===== src/rtl/aes_round_sequencer.sv =====
// Iterative AES-256 round sequencer: arbitrates two block requesters onto one shared
// combinational round datapath, steps it through rounds 0..NROUNDS and returns the result.
module aes_round_sequencer #(
  parameter int unsigned NROUNDS = 14
) (
  input  logic         clk,
  input  logic         rst,
  input  logic         req0_valid,
  output logic         req0_ready,
  input  logic [127:0] req0_data,
  input  logic         req0_encdec,
  input  logic         req1_valid,
  output logic         req1_ready,
  input  logic [127:0] req1_data,
  input  logic         req1_encdec,
  output logic [127:0] rnd_state,
  output logic [3:0]   rnd_key_idx,
  output logic         rnd_first,
  output logic         rnd_last,
  output logic         rnd_dec,
  input  logic [127:0] rnd_result,
  output logic         out_valid,
  input  logic         out_ready,
  output logic [127:0] out_data,
  output logic         out_id,
  output logic         busy
);

  localparam logic [3:0] LastRound = 4'(NROUNDS);

  typedef enum logic [1:0] {StIdle, StRun, StDone} fsm_e;

  fsm_e         fsm_q, fsm_d;
  logic [3:0]   r_q, r_d;
  logic         mode_q, mode_d;
  logic         id_q, id_d;
  logic         last_grant_q, last_grant_d;
  logic [127:0] state_q, state_d;
  logic [127:0] out_data_q, out_data_d;
  logic         out_valid_q, out_valid_d;

  logic grant0, grant1, in_run, is_last;

  // On contention the requester not served last wins.
  assign grant0 = req0_valid & (~req1_valid | last_grant_q);
  assign grant1 = req1_valid & (~req0_valid | ~last_grant_q);

  assign req0_ready = ~rst & (fsm_q == StIdle) & grant0;
  assign req1_ready = ~rst & (fsm_q == StIdle) & grant1;

  assign in_run  = (fsm_q == StRun);
  assign is_last = (r_q == LastRound);

  assign rnd_state   = in_run ? state_q : '0;
  assign rnd_key_idx = in_run ? (mode_q ? r_q : LastRound - r_q) : '0;
  assign rnd_first   = in_run & (r_q == 4'd0);
  assign rnd_last    = in_run & is_last;
  assign rnd_dec     = in_run & ~mode_q;

  assign out_valid = out_valid_q;
  assign out_data  = out_data_q;
  assign out_id    = id_q;
  assign busy      = (fsm_q != StIdle);

  always_comb begin
    fsm_d        = fsm_q;
    r_d          = r_q;
    mode_d       = mode_q;
    id_d         = id_q;
    last_grant_d = last_grant_q;
    state_d      = state_q;
    out_data_d   = out_data_q;
    out_valid_d  = out_valid_q;
    unique case (fsm_q)
      StIdle: begin
        if (grant0) begin
          state_d      = req0_data;
          mode_d       = req0_encdec;
          id_d         = 1'b0;
          last_grant_d = 1'b0;
          r_d          = 4'd0;
          fsm_d        = StRun;
        end else if (grant1) begin
          state_d      = req1_data;
          mode_d       = req1_encdec;
          id_d         = 1'b1;
          last_grant_d = 1'b1;
          r_d          = 4'd0;
          fsm_d        = StRun;
        end
      end
      StRun: begin
        state_d = rnd_result;
        if (is_last) begin
          out_data_d  = rnd_result;
          out_valid_d = 1'b1;
          fsm_d       = StDone;
        end else begin
          r_d = r_q + 4'd1;
        end
      end
      StDone: begin
        if (out_ready) begin
          out_valid_d = 1'b0;
          fsm_d       = StIdle;
        end
      end
      default: fsm_d = StIdle;
    endcase
  end

  always_ff @(posedge clk) begin
    if (rst) begin
      fsm_q        <= StIdle;
      r_q          <= 4'd0;
      mode_q       <= 1'b0;
      id_q         <= 1'b0;
      last_grant_q <= 1'b1;
      state_q      <= '0;
      out_data_q   <= '0;
      out_valid_q  <= 1'b0;
    end else begin
      fsm_q        <= fsm_d;
      r_q          <= r_d;
      mode_q       <= mode_d;
      id_q         <= id_d;
      last_grant_q <= last_grant_d;
      state_q      <= state_d;
      out_data_q   <= out_data_d;
      out_valid_q  <= out_valid_d;
    end
  end

endmodule


===== config.mk =====
export PLATFORM = sky130hd
export DESIGN_NAME = aes_round_sequencer
export DESIGN_NICKNAME = d
export VERILOG_FILES = /design/src/rtl/aes_round_sequencer.sv
export SDC_FILE = /design/constraint.sdc
export NUM_CORES = 1
export LEC_CHECK = 0
export CAP_MARGIN = 20
export CORE_AREA = 2 2 258 260
export CTS_BUF_LIST = sky130_fd_sc_hd__clkbuf_4 sky130_fd_sc_hd__clkbuf_8 sky130_fd_sc_hd__clkbuf_16
export DETAILED_ROUTE_END_ITERATION = 16
export DIE_AREA = 0 0 260 262
export PLACE_DENSITY = 0.48
export REMOVE_ABC_BUFFERS = 1
export SLEW_MARGIN = 20
export SYNTH_ARGS = -nofsm -noshare
export SYNTH_HDL_FRONTEND = slang
export SYNTH_SLANG_ARGS = --single-unit

===== constraint.sdc =====
create_clock -name clk -period 4.9 [get_ports clk]
set_clock_uncertainty 0.1 [all_clocks]
set_input_delay 0.98 -clock clk [delete_from_list [all_inputs] [get_ports clk]]
set_output_delay 0.98 -clock clk [all_outputs]
set_load 0.01 [all_outputs]

-- After elaboration in Yosys (flattened, before gate mapping)
Index checks and enable logic that the tools add are counted.
- add/subtract/negate cells: 2
- equal/unequal tests: 7
- mux-type cells: 22
- bitwise gates (word level): 15
- reduce and logical (&&, ||, !) cells: 12
- operators by type and width (cell ; count):
    128-bit 2-to-1 mux ; 3
    128-bit case mux with 2 select lines ; 1
    4-bit 2-to-1 mux ; 5
    3-bit AND reduction ; 3
    1-bit AND ; 8
    2-bit 2-to-1 mux ; 4
    4-bit case mux with 2 select lines ; 1
    2-bit nonzero test ; 4
    1-bit 2-to-1 mux ; 6
    2-bit case mux with 3 select lines ; 1
    2-bit AND reduction ; 3
    1-bit NOT ; 5
    4-bit by 1-bit adder with 4-bit output (second input constant) ; 1
    4-bit equality test (second input constant) ; 1
    4-bit zero test ; 1
    2-bit inequality test (second input constant) ; 2
    4-bit subtractor (first input constant) ; 1
    3-bit inequality test (second input constant) ; 1
    2-bit by 1-bit equality test with 1-bit output (second input constant) ; 1
    2-bit equality test (second input constant) ; 1
    2-bit zero test ; 1
    2-bit by 1-bit inequality test with 1-bit output (second input constant) ; 1
    1-bit OR ; 2
    1-bit case mux with 2 select lines ; 1
- bits in registers: 266
- input bits: 391
- output and inout port bits: 268
- word-level logic and storage cells: 66

-- Longest topological paths before layout
- word-level depth: 6
- depth in mapped cells: 10
- mapped depth without buffers: 7

-- Worst setup path before layout
OpenSTA, ideal clock, no wires.
- path type: input -> output
- start: input rst
- end: output req0_ready
- arrival time: 1826 ps
- data required time: 3820 ps
- path slack: 1994 ps
- stages: 4
- buffers on the path: 3
- cells stage by stage: buf_2 > clkbuf_1 > clkbuf_1 > nor3_1
- longest elaborated chain between the ends: 3
- RTL lines (what ; RTL line ; RTL):
    from (decl) ; 7 ; input logic rst,
    1-bit NOT ; 48 ; assign req0_ready = ~rst & (fsm_q == StIdle) & grant0;
    1-bit AND (2 in series) ; 48 ;
    to (decl) ; 9 ; output logic req0_ready,
Every way passes these cells.

-- Final worst setup path
- start: register fsm_q[0]
- end: output rnd_state[93]
- longest elaborated chain between the ends: 2
- RTL lines (what ; RTL line ; RTL):
    from (decl) ; 33 ; fsm_e fsm_q, fsm_d;
    from (signal assigned) ; 114 ; fsm_q <= StIdle;
    from (signal assigned) ; 123 ; fsm_q <= fsm_d;
    2-bit by 1-bit equality test with 1-bit output ; 51 ; assign in_run = (fsm_q == StRun);
    128-bit 2-to-1 mux ; 54 ; assign rnd_state = in_run ? state_q : '0;
    to (decl) ; 16 ; output logic [127:0] rnd_state,
Every way passes these cells.

==> flow_summary.yaml <==
cts:
  tritoncts_num_sinks: 266
  number_of_instances_resized_during_post_cts_repair: 0
  clock-root-buffer: "clkbuf_16"
  cts_stage_hold_buffer_count: 0
  tritoncts: "built"
  clk_pin_slew_worst_paths_ps: 60
  deepest_level_of_the_cts_h_tree: 2
  clk-insertion-delay-late_ps: 530
  cts_post_setup_buffers_inserted: 0
  cts_buffers: 36
  cts_buffer_depth: 3
final_layout:
  register_area_um2: 5330
  fillers: 6825
  final_design_area_excluding_fillers_um2: 20300
  layout.nets: 2348
  combined_area_of_the_multi_input_logic_cells_um2: 5850
  num_antenna_cells: 0
  layout-drive-gt1-share_pct: 5.10
  syn2layout_area_growth_pct: 71.8
placement:
  dpl.hpwl_mm: 39.1
  place.port_buffers: 658
  post_detailed_placement_cell_area_um2: 19100
  routabilityCongestion: 0.798
floorplanning:
  floorplan.die_area_um2: 68100
  initial_core_util_pct: 18.1
  design.portCount: 659
  core_area_um2: 65300
  rows: 94
  die_h_um: 262
  die_x_um: 260
synthesis:
  edff_count_synth: 0
  synth_xor_area_share_pct: 0.0740
  syn_avg_cell_area_um2: 8.67
  ys_async_sr_fraction_pct: 0
  synth_cells: 1365
  synth.yosys.seq_area_share_pct: 45.0
  ys_types: 38
  largest_family_of_logic_cells_by_synthesized_area: "compound AO/OA/AOI/OAI gates"
  synth.ff_latch_count: 266
  yosysWarnings: 0
  synth_simple_gate_area_share_pct: 16.6
  synth_area_um2: 11800
  yosys_most_used_dff: "dfxtp_1"
  synthesized_area_fraction_occupied_by_adder_cells_pct: 0.317
  synth.area.mux_share_pct: 10.8
  post_synthesis_compound_gate_area_fraction_pct: 21.3
route:
  avgViaCountPerCell: 4.37
  final_antenna_net_count: 0
  drt_first_pass_iters: 5
  drt_first_iter_violations: 577
  detail_route.drc_violations: 0
  postRouteWirelength_mm: 54.3
  wire_per_inst_um: 19.1
  detailed_route_via_count: 12400
power_and_ir_drop:
  clock_power_share_pct: 44.1
  power.density_nw_per_um2: 298
  leakagePower_nw: 7.27
  switching_share_pct: 25.8
  finalPower_w: 0.00607
  power.sequential.fraction_pct: 38.6
  comb_power_share_pct: 17.2
  vdd.ir_drop.worst_uv: 179
  cellInternalPower_w: 0.00450
  p_sw_w: 0.00157
global_route:
  grt_max_degree: 128
  grt_first_pass_wirelength_mm: 78.6
  first_global_vias: 12600
  grt-ovfl-total: 0
  groute.usage.overall_pct: 14.9
  grt_antenna_before_repair: 1
worst_setup_path:
  setup.reg_to_reg.worst_slack_ps: 1680
  worstPathBufferInverterCount: 2
  cp_max_fo: 34
  required_time_at_the_endpoint_of_the_critical_path_ps: 3820
  slowest_delay_ps: 540
  worstSetupPathType: "reg -> out"
  worst_path_max_delay_cell: "dfxtp_1"
  end_kind: "output pin"
  critical_path.cell_chain: "nor2b_4 -> buf_4 -> and2_1 -> clkdlybuf4s50_1"
  critical_path.top_delay_family: "buffers and inverters"
  setup.worst_path.start_class: "flip-flop"
  worstPathArrival_ps: 2900
timing:
  rsz0062_at_grt: "no"
  fin_crit_sh_pct: 81.3
  worstMarginPinSlew_ps: 984
  min_period_ps: 3980
  fin_hold_ws_ps: 351
  worst_slew_margin_relative_to_its_limit_pct: 34.4
  report.final.setup_viol: 0
  slew_viol_final: 0
  max_freq_ghz: 0.251
  timing.final.hold_violations: 0
status:
  status: "completed"
min_path:
  min-delay-path-class: "reg -> reg"
flow_run:
  max_cap_viol_count: 0
==> registers in the layout (all words and copies together), names as in the netlist <==
| register | cells |
|---|---|
| fsm_q | 2 |
| last_grant_q | 1 |
| mode_q | 1 |
| out_data | 128 |
| out_id | 1 |
| out_valid | 1 |
| r_q | 4 |
| state_q | 128 |
==> cells in the mapped netlist, drive strengths merged, types with 3 or more instances <==
library cell | instances | share of area, %
nand2 | 261 | 8.3
and2 | 128 | 6.8
ha | 3 | 0.32
a21oi | 137 | 5.8
mux2i | 128 | 11
a22oi | 127 | 8.1
o21ai | 4 | 0.17
o22ai | 127 | 6.7
clkbuf | 65 | 2.1
buf | 69 | 3.7
nand3 | 6 | 0.25
inv | 4 | 0.13
dfxtp | 266 | 45
nor3 | 6 | 0.25
nor2 | 12 | 0.38
==> cells in the final DEF, fill, tap and decap left out, types with 21 or more instances in the layout <==
cell and count:
a22oi_1 127, o22ai_1 127, nand2_1 260, mux2i_1 128, clkbuf_16 37, a21oi_1 137, clkdlybuf4s50_1 657, dfxtp_1 266
buf_4 21, and2_1 128
==> worst register-to-register path, delay by kind of cell, from the launching register on <==
kind	cells	cell delay [ps]
buf+inv	4	1610
simple gates	3	730
compound gates	1	170
fa+ha+maj	1	180
flops	1	350
==> metal layers <==
layer,global-route usage [%],part of all wire (%),up-vias
li1,-,-,6012
met1,17.8,41,5892
met2,26.2,50,450
met3,3.63,6.5,74
met4,5.00,2.7,2
met5,0,0.022,-
==> area by class of cell <==
class                           instances  area share (%)
Sequential cell                       266            26.2
Clock buffer                           51            5.22
Clock inverter                         14           0.683
Timing Repair Buffer                  685            33.8
Multi-Input combinational cell        960            28.7
Inverter                                5           0.105
Tap cell                              864            5.31
==> logic make-up after synthesis <==
logic type      Yosys count
flops                   266
buf+inv                 139
xor+xnor                  1
simple gates            424
mux                     128
fa+ha+maj                 3
compound gates          404
==> per-stage QoR <==
step / utilization, % / std cells / setup TNS, ps / setup WS (ps)
floorplan: - / 1231 / -1123860 / -4280
global placement: 29.3 / 2780 / 0 / 1290
detailed placement: 29.3 / 2780 / 0 / 1200
CTS: 31.2 / 2845 / 0 / 871
global route: 31.2 / 2845 / 0 / 745
finish: 31.2 / 2845 / 0 / 916
==> final timing paths <==
kind	start	to	depth (start not counted)
hold reg to reg	out_data[104]$_SDFFE_PP0P_	out_data[104]$_SDFFE_PP0P_	2
setup / recovery	fsm_q[0]$_SDFFE_PP0P_	rnd_state[93]	4
setup reg to reg	r_q[0]$_SDFFE_PP0P_	out_data[59]$_SDFFE_PP0P_	9
hold / removal	out_data[104]$_SDFFE_PP0P_	out_data[104]$_SDFFE_PP0P_	2
==> power groups by stage <==
stage	clock network [W]	registers (W)	logic [W]
floorplan	0	0.00236	0.000452
global placement	0	0.00239	0.00104
detailed placement	0	0.00239	0.00105
CTS	0.00280	0.00234	0.00106
global route	0.00286	0.00235	0.00112
finish	0.00268	0.00235	0.00104
Power figures use the tool's default switching activity.
